$ cat src/rtl/shift_pkg.sv
// Shared encodings for the sequential shifter: operation modes and FSM states.
package shift_pkg;

  localparam logic [2:0] MODE_SLL = 3'b000;
  localparam logic [2:0] MODE_SRL = 3'b001;
  localparam logic [2:0] MODE_SRA = 3'b010;
  localparam logic [2:0] MODE_ROL = 3'b011;
  localparam logic [2:0] MODE_ROR = 3'b100;

  typedef enum logic [1:0] {
    StIdle  = 2'b00,
    StShift = 2'b01,
    StDone  = 2'b10
  } state_e;

endpackage

$ cat src/rtl/shift_step.sv
// Combinational single-step shifter: moves din by k (0..STEP) bits per mode.
module shift_step
  import shift_pkg::*;
#(
  parameter int unsigned NBIT = 16,
  parameter int unsigned STEP = 1,
  localparam int unsigned KW  = $clog2(STEP + 1)
) (
  input  logic [NBIT-1:0] din,
  input  logic [KW-1:0]   k,
  input  logic [2:0]      mode,
  input  logic            sign,
  output logic [NBIT-1:0] dout
);

  logic [2*NBIT-1:0] dbl_l;
  logic [2*NBIT-1:0] dbl_r;
  logic [2*NBIT-1:0] ext_r;

  // Rotates use a doubled copy so the wrapped bits fall out of one shift.
  always_comb begin
    dbl_l = {din, din} << k;
    dbl_r = {din, din} >> k;
    ext_r = {{NBIT{sign}}, din} >> k;
    dout  = din;
    case (mode)
      MODE_SLL: dout = din << k;
      MODE_SRL: dout = din >> k;
      MODE_SRA: dout = ext_r[NBIT-1:0];
      MODE_ROL: dout = dbl_l[2*NBIT-1:NBIT];
      MODE_ROR: dout = dbl_r[NBIT-1:0];
      default:  dout = din;
    endcase
  end

endmodule

$ cat src/rtl/seq_shifter.sv
// Multi-cycle shifter: shifts up to STEP bits per cycle until the requested
// distance is consumed, then presents the result with a one-cycle done pulse.
module seq_shifter
  import shift_pkg::*;
#(
  parameter int unsigned NBIT = 16,
  parameter int unsigned STEP = 1,
  localparam int unsigned AW  = $clog2(NBIT)
) (
  input  logic            clk,
  input  logic            rst_n,
  input  logic            start,
  input  logic [NBIT-1:0] operand,
  input  logic [AW-1:0]   amount,
  input  logic [2:0]      mode,
  output logic            ready,
  output logic            busy,
  output logic            done,
  output logic [NBIT-1:0] result
);

  localparam int unsigned KW = $clog2(STEP + 1);

  state_e          state_q, state_d;
  logic [NBIT-1:0] wrk_q;
  logic [NBIT-1:0] wrk_step;
  logic [NBIT-1:0] res_q;
  logic [AW-1:0]   rem_q;
  logic [2:0]      mode_q;
  logic [KW-1:0]   k;
  logic            accept;

  assign accept = start && (state_q != StShift);
  assign result = res_q;

  // Per-cycle step size: min(STEP, remaining).
  always_comb begin
    if (rem_q >= AW'(STEP)) begin
      k = KW'(STEP);
    end else begin
      k = rem_q[KW-1:0];
    end
  end

  // For SRA the working MSB always still holds the original operand MSB,
  // so it doubles as the sign-fill source.
  shift_step #(
    .NBIT (NBIT),
    .STEP (STEP)
  ) u_step (
    .din  (wrk_q),
    .k    (k),
    .mode (mode_q),
    .sign (wrk_q[NBIT-1]),
    .dout (wrk_step)
  );

  // State register.
  always_ff @(posedge clk or negedge rst_n) begin
    if (!rst_n) begin
      state_q <= StIdle;
    end else begin
      state_q <= state_d;
    end
  end

  // Next-state logic.
  always_comb begin
    state_d = state_q;
    unique case (state_q)
      StIdle:  if (start) state_d = StShift;
      StShift: if (rem_q == '0) state_d = StDone;
      StDone:  state_d = start ? StShift : StIdle;
      default: state_d = StIdle;
    endcase
  end

  // Status outputs decode the state register only, so inputs never reach them.
  always_comb begin
    ready = (state_q != StShift);
    busy  = (state_q == StShift);
    done  = (state_q == StDone);
  end

  // Working register, remaining count, latched mode and result.
  always_ff @(posedge clk or negedge rst_n) begin
    if (!rst_n) begin
      wrk_q  <= '0;
      rem_q  <= '0;
      mode_q <= MODE_SLL;
      res_q  <= '0;
    end else begin
      if (accept) begin
        wrk_q  <= operand;
        rem_q  <= amount;
        mode_q <= mode;
      end else if (state_q == StShift && rem_q != '0) begin
        wrk_q <= wrk_step;
        rem_q <= rem_q - AW'(k);
      end
      if (state_q == StShift && rem_q == '0) begin
        res_q <= wrk_q;
      end
    end
  end

endmodule

$ cat config.mk
export PLATFORM = sky130hd
export DESIGN_NAME = seq_shifter
export DESIGN_NICKNAME = d
export VERILOG_FILES = /design/src/rtl/shift_pkg.sv /design/src/rtl/shift_step.sv /design/src/rtl/seq_shifter.sv
export SDC_FILE = /design/constraint.sdc
export NUM_CORES = 1
export LEC_CHECK = 0
export CORE_MARGIN = 2
export CORE_UTILIZATION = 51
export CTS_BUF_LIST = sky130_fd_sc_hd__clkbuf_8 sky130_fd_sc_hd__clkbuf_16
export CTS_CLUSTER_DIAMETER = 120
export DETAILED_ROUTE_END_ITERATION = 12
export GPL_TIMING_DRIVEN = 0
export PLACE_DENSITY = 0.8
export SYNTH_ARGS = -nofsm -noshare
export SYNTH_HDL_FRONTEND = slang
export SYNTH_SLANG_ARGS = --single-unit
$ cat constraint.sdc
create_clock -name clk -period 2.2 [get_ports clk]
set_clock_uncertainty 0.05 [all_clocks]
set_input_delay 0.44 -clock clk [delete_from_list [all_inputs] [get_ports clk]]
set_output_delay 0.44 -clock clk [all_outputs]
set_load 0.02 [all_outputs]
==> metrics <==
Overflow after GRT 0; reg-to-reg slack, setup around 130 ps; Post-synth EDFFs 0; PortBufs 44; Final Hold Fails 0; RePlAce Congestion around 0.87; CTS sink cnt 41; ys flop type dfrtp_1; Peak Freq 483 MHz; Seq. cell area 1030 µm²; fin crit period between 2000 and 2500 ps; Flop pwr share 0.299; Clock Power Share 0.144; Crit Path Class flip-flop to flip-flop; Post-Route WL about 4700 µm; VDD IR max 0.000849 V; worst skew pair latency 300 ps; routed vias 1612; first-pass GRT wire length 7650 µm; starting density of the core 0.534; Site Rows 23; Worst Reg-to-Reg Cells 4; final worst-path setup slack 128 ps; vias in the first global route 1612; reg-to-reg startpoint rem_q[0]$_DFFE_PN0N_; Clk pin slew, worst setup/hold paths approximately 80 ps; Pint 2.96 mW; cell count after synthesis 184; clock buffer depth 2; mean number of vias per cell 5.60; drt pass-1 iters 4; startpoint of the worst hold path state_q[0]$_DFFE_PN0P_; dpl hpwl roughly 3300 µm; RSZ-0062 raised after global routing false; # DRC 0; CTS Buf Count 5; Pwr Total ~5 mW; Max FO, Critical Path 10; Die Span Y around 69 µm; switching pwr 2.07 mW; final setup fails 0; initial antenna violation count 0; area of the core 4030 µm²; GR Util All Layers 0.226; r2r endpoint result[15]$_DFFE_PN0P_; Die X 68.9 µm; starting DRC count in detailed routing 111; #FFs+latches synth 41; Max-slew headroom 0.619; Layout area overhead 30.7%; PwrDens 1790 nW/µm²; Avg Synthesized Cell Area 11.7 µm²; Net count, final 264; largest net degree at the start of global routing 28; Synth cell types 33; WHS between 400 and 500 ps; Leak 1.17 nW; period utilisation layout 0.942; number of max-cap violations 0; end of the worst hold path state_q[0]$_DFFE_PN0P_; Die ar. ~4700 µm²; status finished clean; worst hold path depth 1; Root Buffer clkbuf_8; n_diodes 0; Critical Path RT 2330 ps; share of cells above drive strength 1 0.252; WL/cell 16.3 µm; CTS tree yes; ys async rst share 1.00; ANT nets after route 0; design area about 2800 µm²; htree depth 2; number of fill cells roughly 330; crit path launch type flip-flop; Worst setup EP type flip-flop; Sw Ratio 0.411; Synth Cell Area 2150 µm²; multi-input logic area 1020 µm²; Worst Path Arrival 2210 ps; Worst-Margin Slew around 570 ps; Area after DPL 2670 µm²; worst slack, placed 58.9 ps; Hold Crit Class flip-flop to flip-flop; Synthesized Nets 211; sequential area share after synthesis 0.477; synth warn 0; Combinational Power Share 0.558; Top-Level Pins 45; Setup Fix Bufs, Post-CTS 0; Slew Viols, Final 0
==> cell type report <==
cell class,count,area share
Sequential cell,41,0.365
Inverter,5,0.00668
Clock buffer,5,0.0245
Multi-Input combinational cell,126,0.362
Clock inverter,3,0.0232
Tap cell,50,0.0223
Timing Repair Buffer,46,0.165
Buffer,12,0.0312
==> metrics by stage <==
stage / instances / utilization / TNS (ps)
final: 288 / 0.698 / 0
after CTS: 288 / 0.698 / 0
after floorplan: 184 / - / 0
after global routing: 288 / 0.698 / 0
after detailed placement: 279 / 0.662 / 0
after global placement: 278 / 0.658 / -16670
==> cells in the mapped netlist (2+ instances only) <==
library cell,count,area [µm²]
dfrtp_1,41,1030
nor2_1,19,71.3
mux2i_1,16,160
a211oi_2,15,188
nor3_2,15,150
nand2_1,13,48.8
mux2_1,9,101
o21ai_0,9,45.0
mux2_2,7,78.8
buf_6,5,56.3
buf_2,4,20.0
inv_1,4,15.0
clkbuf_1,3,11.3
nor3_1,3,15.0
nand2b_1,2,12.5
or3_1,2,12.5
==> metal layers <==
| metal | vias to the layer above | global-route usage | wire length (µm) |
|---|---|---|---|
| met5 | - | 0 | 0 |
| met4 | 0 | 0.0784 | 57 |
| met3 | 5 | 0.0617 | 242 |
| met2 | 51 | 0.358 | 2260 |
| met1 | 790 | 0.297 | 2140 |
| li1 | 766 | - | - |
==> critical path: stages, from the launching register on <==
cell	delay (ps)
dfrtp_1	440
nor4_2	570
nand2_2	280
buf_2	270
mux2_1	330
==> timing repair <==
item / 4_1_cts / 5_1_grt
setup endpoints to repair: 1 / 0
endpoints found under the hold margin: 10 / 0
resized for setup: 1 / 0
hold buffers: 1 / 0
==> flip-flops by register name, summed over array words and instances (netlist names) <==
register and cells:
result 16, wrk_q 16, rem_q 4, mode_q 3
state_q 2
==> logic make-up (layout without fill, tap and decap cells) <==
| logic type | count (synthesis) | in the layout | synth area share |
|---|---|---|---|
| buffers and inverters | 17 | 71 | 0.0495 |
| AND/OR/NAND/NOR | 61 | 61 | 0.171 |
| flip-flops | 41 | 41 | 0.477 |
| multiplexers | 32 | 32 | 0.158 |
| adder cells (fa/ha/maj) | 1 | 1 | 0.00582 |
| AO/OA/AOI/OAI | 32 | 32 | 0.139 |
==> power by group through the flow <==
stage | sequential, mW | combinational, mW | clock [mW]
floorplan | 1.60 | 1.88 | 0
global placement | 1.50 | 2.74 | 0
detailed placement | 1.51 | 2.80 | 0
CTS | 1.50 | 2.82 | 0.730
global route | 1.55 | 3.05 | 0.764
finish | 1.50 | 2.80 | 0.721
==> layout by cell type (no fill, tap or decap), drive strengths merged, types with 2 or more instances in the layout <==
| master | synthesis | final |
|---|---|---|
| or3 | 2 | 2 |
| a211oi | 16 | 16 |
| mux2i | 16 | 16 |
| inv | 5 | 5 |
| nor3 | 18 | 18 |
| buf | 9 | 11 |
| mux2 | 16 | 16 |
| nor2 | 19 | 19 |
| bufinv | 0 | 2 |
| dfrtp | 41 | 41 |
| clkbuf | 3 | 8 |
| clkdlybuf4s50 | 0 | 42 |
| nand2b | 2 | 2 |
| nand2 | 14 | 14 |
| o21ai | 9 | 9 |
==> worst max-delay path by stage <==
stage / from / end / slack, ps
2_1_floorplan: rem_q[0]$_DFFE_PN0N_ / wrk_q[15]$_DFFE_PN0P_ / 470
3_3_place_gp: rst_n / result[10]$_DFFE_PN0P_ / -410
3_5_place_dp: start / wrk_q[11]$_DFFE_PN0P_ / 60
4_1_cts: rem_q[0]$_DFFE_PN0N_ / result[9]$_DFFE_PN0P_ / 140
5_1_grt: rem_q[0]$_DFFE_PN0N_ / result[9]$_DFFE_PN0P_ / 20
6_report: rem_q[0]$_DFFE_PN0N_ / result[15]$_DFFE_PN0P_ / 130
(Power assumes the default switching activity.)
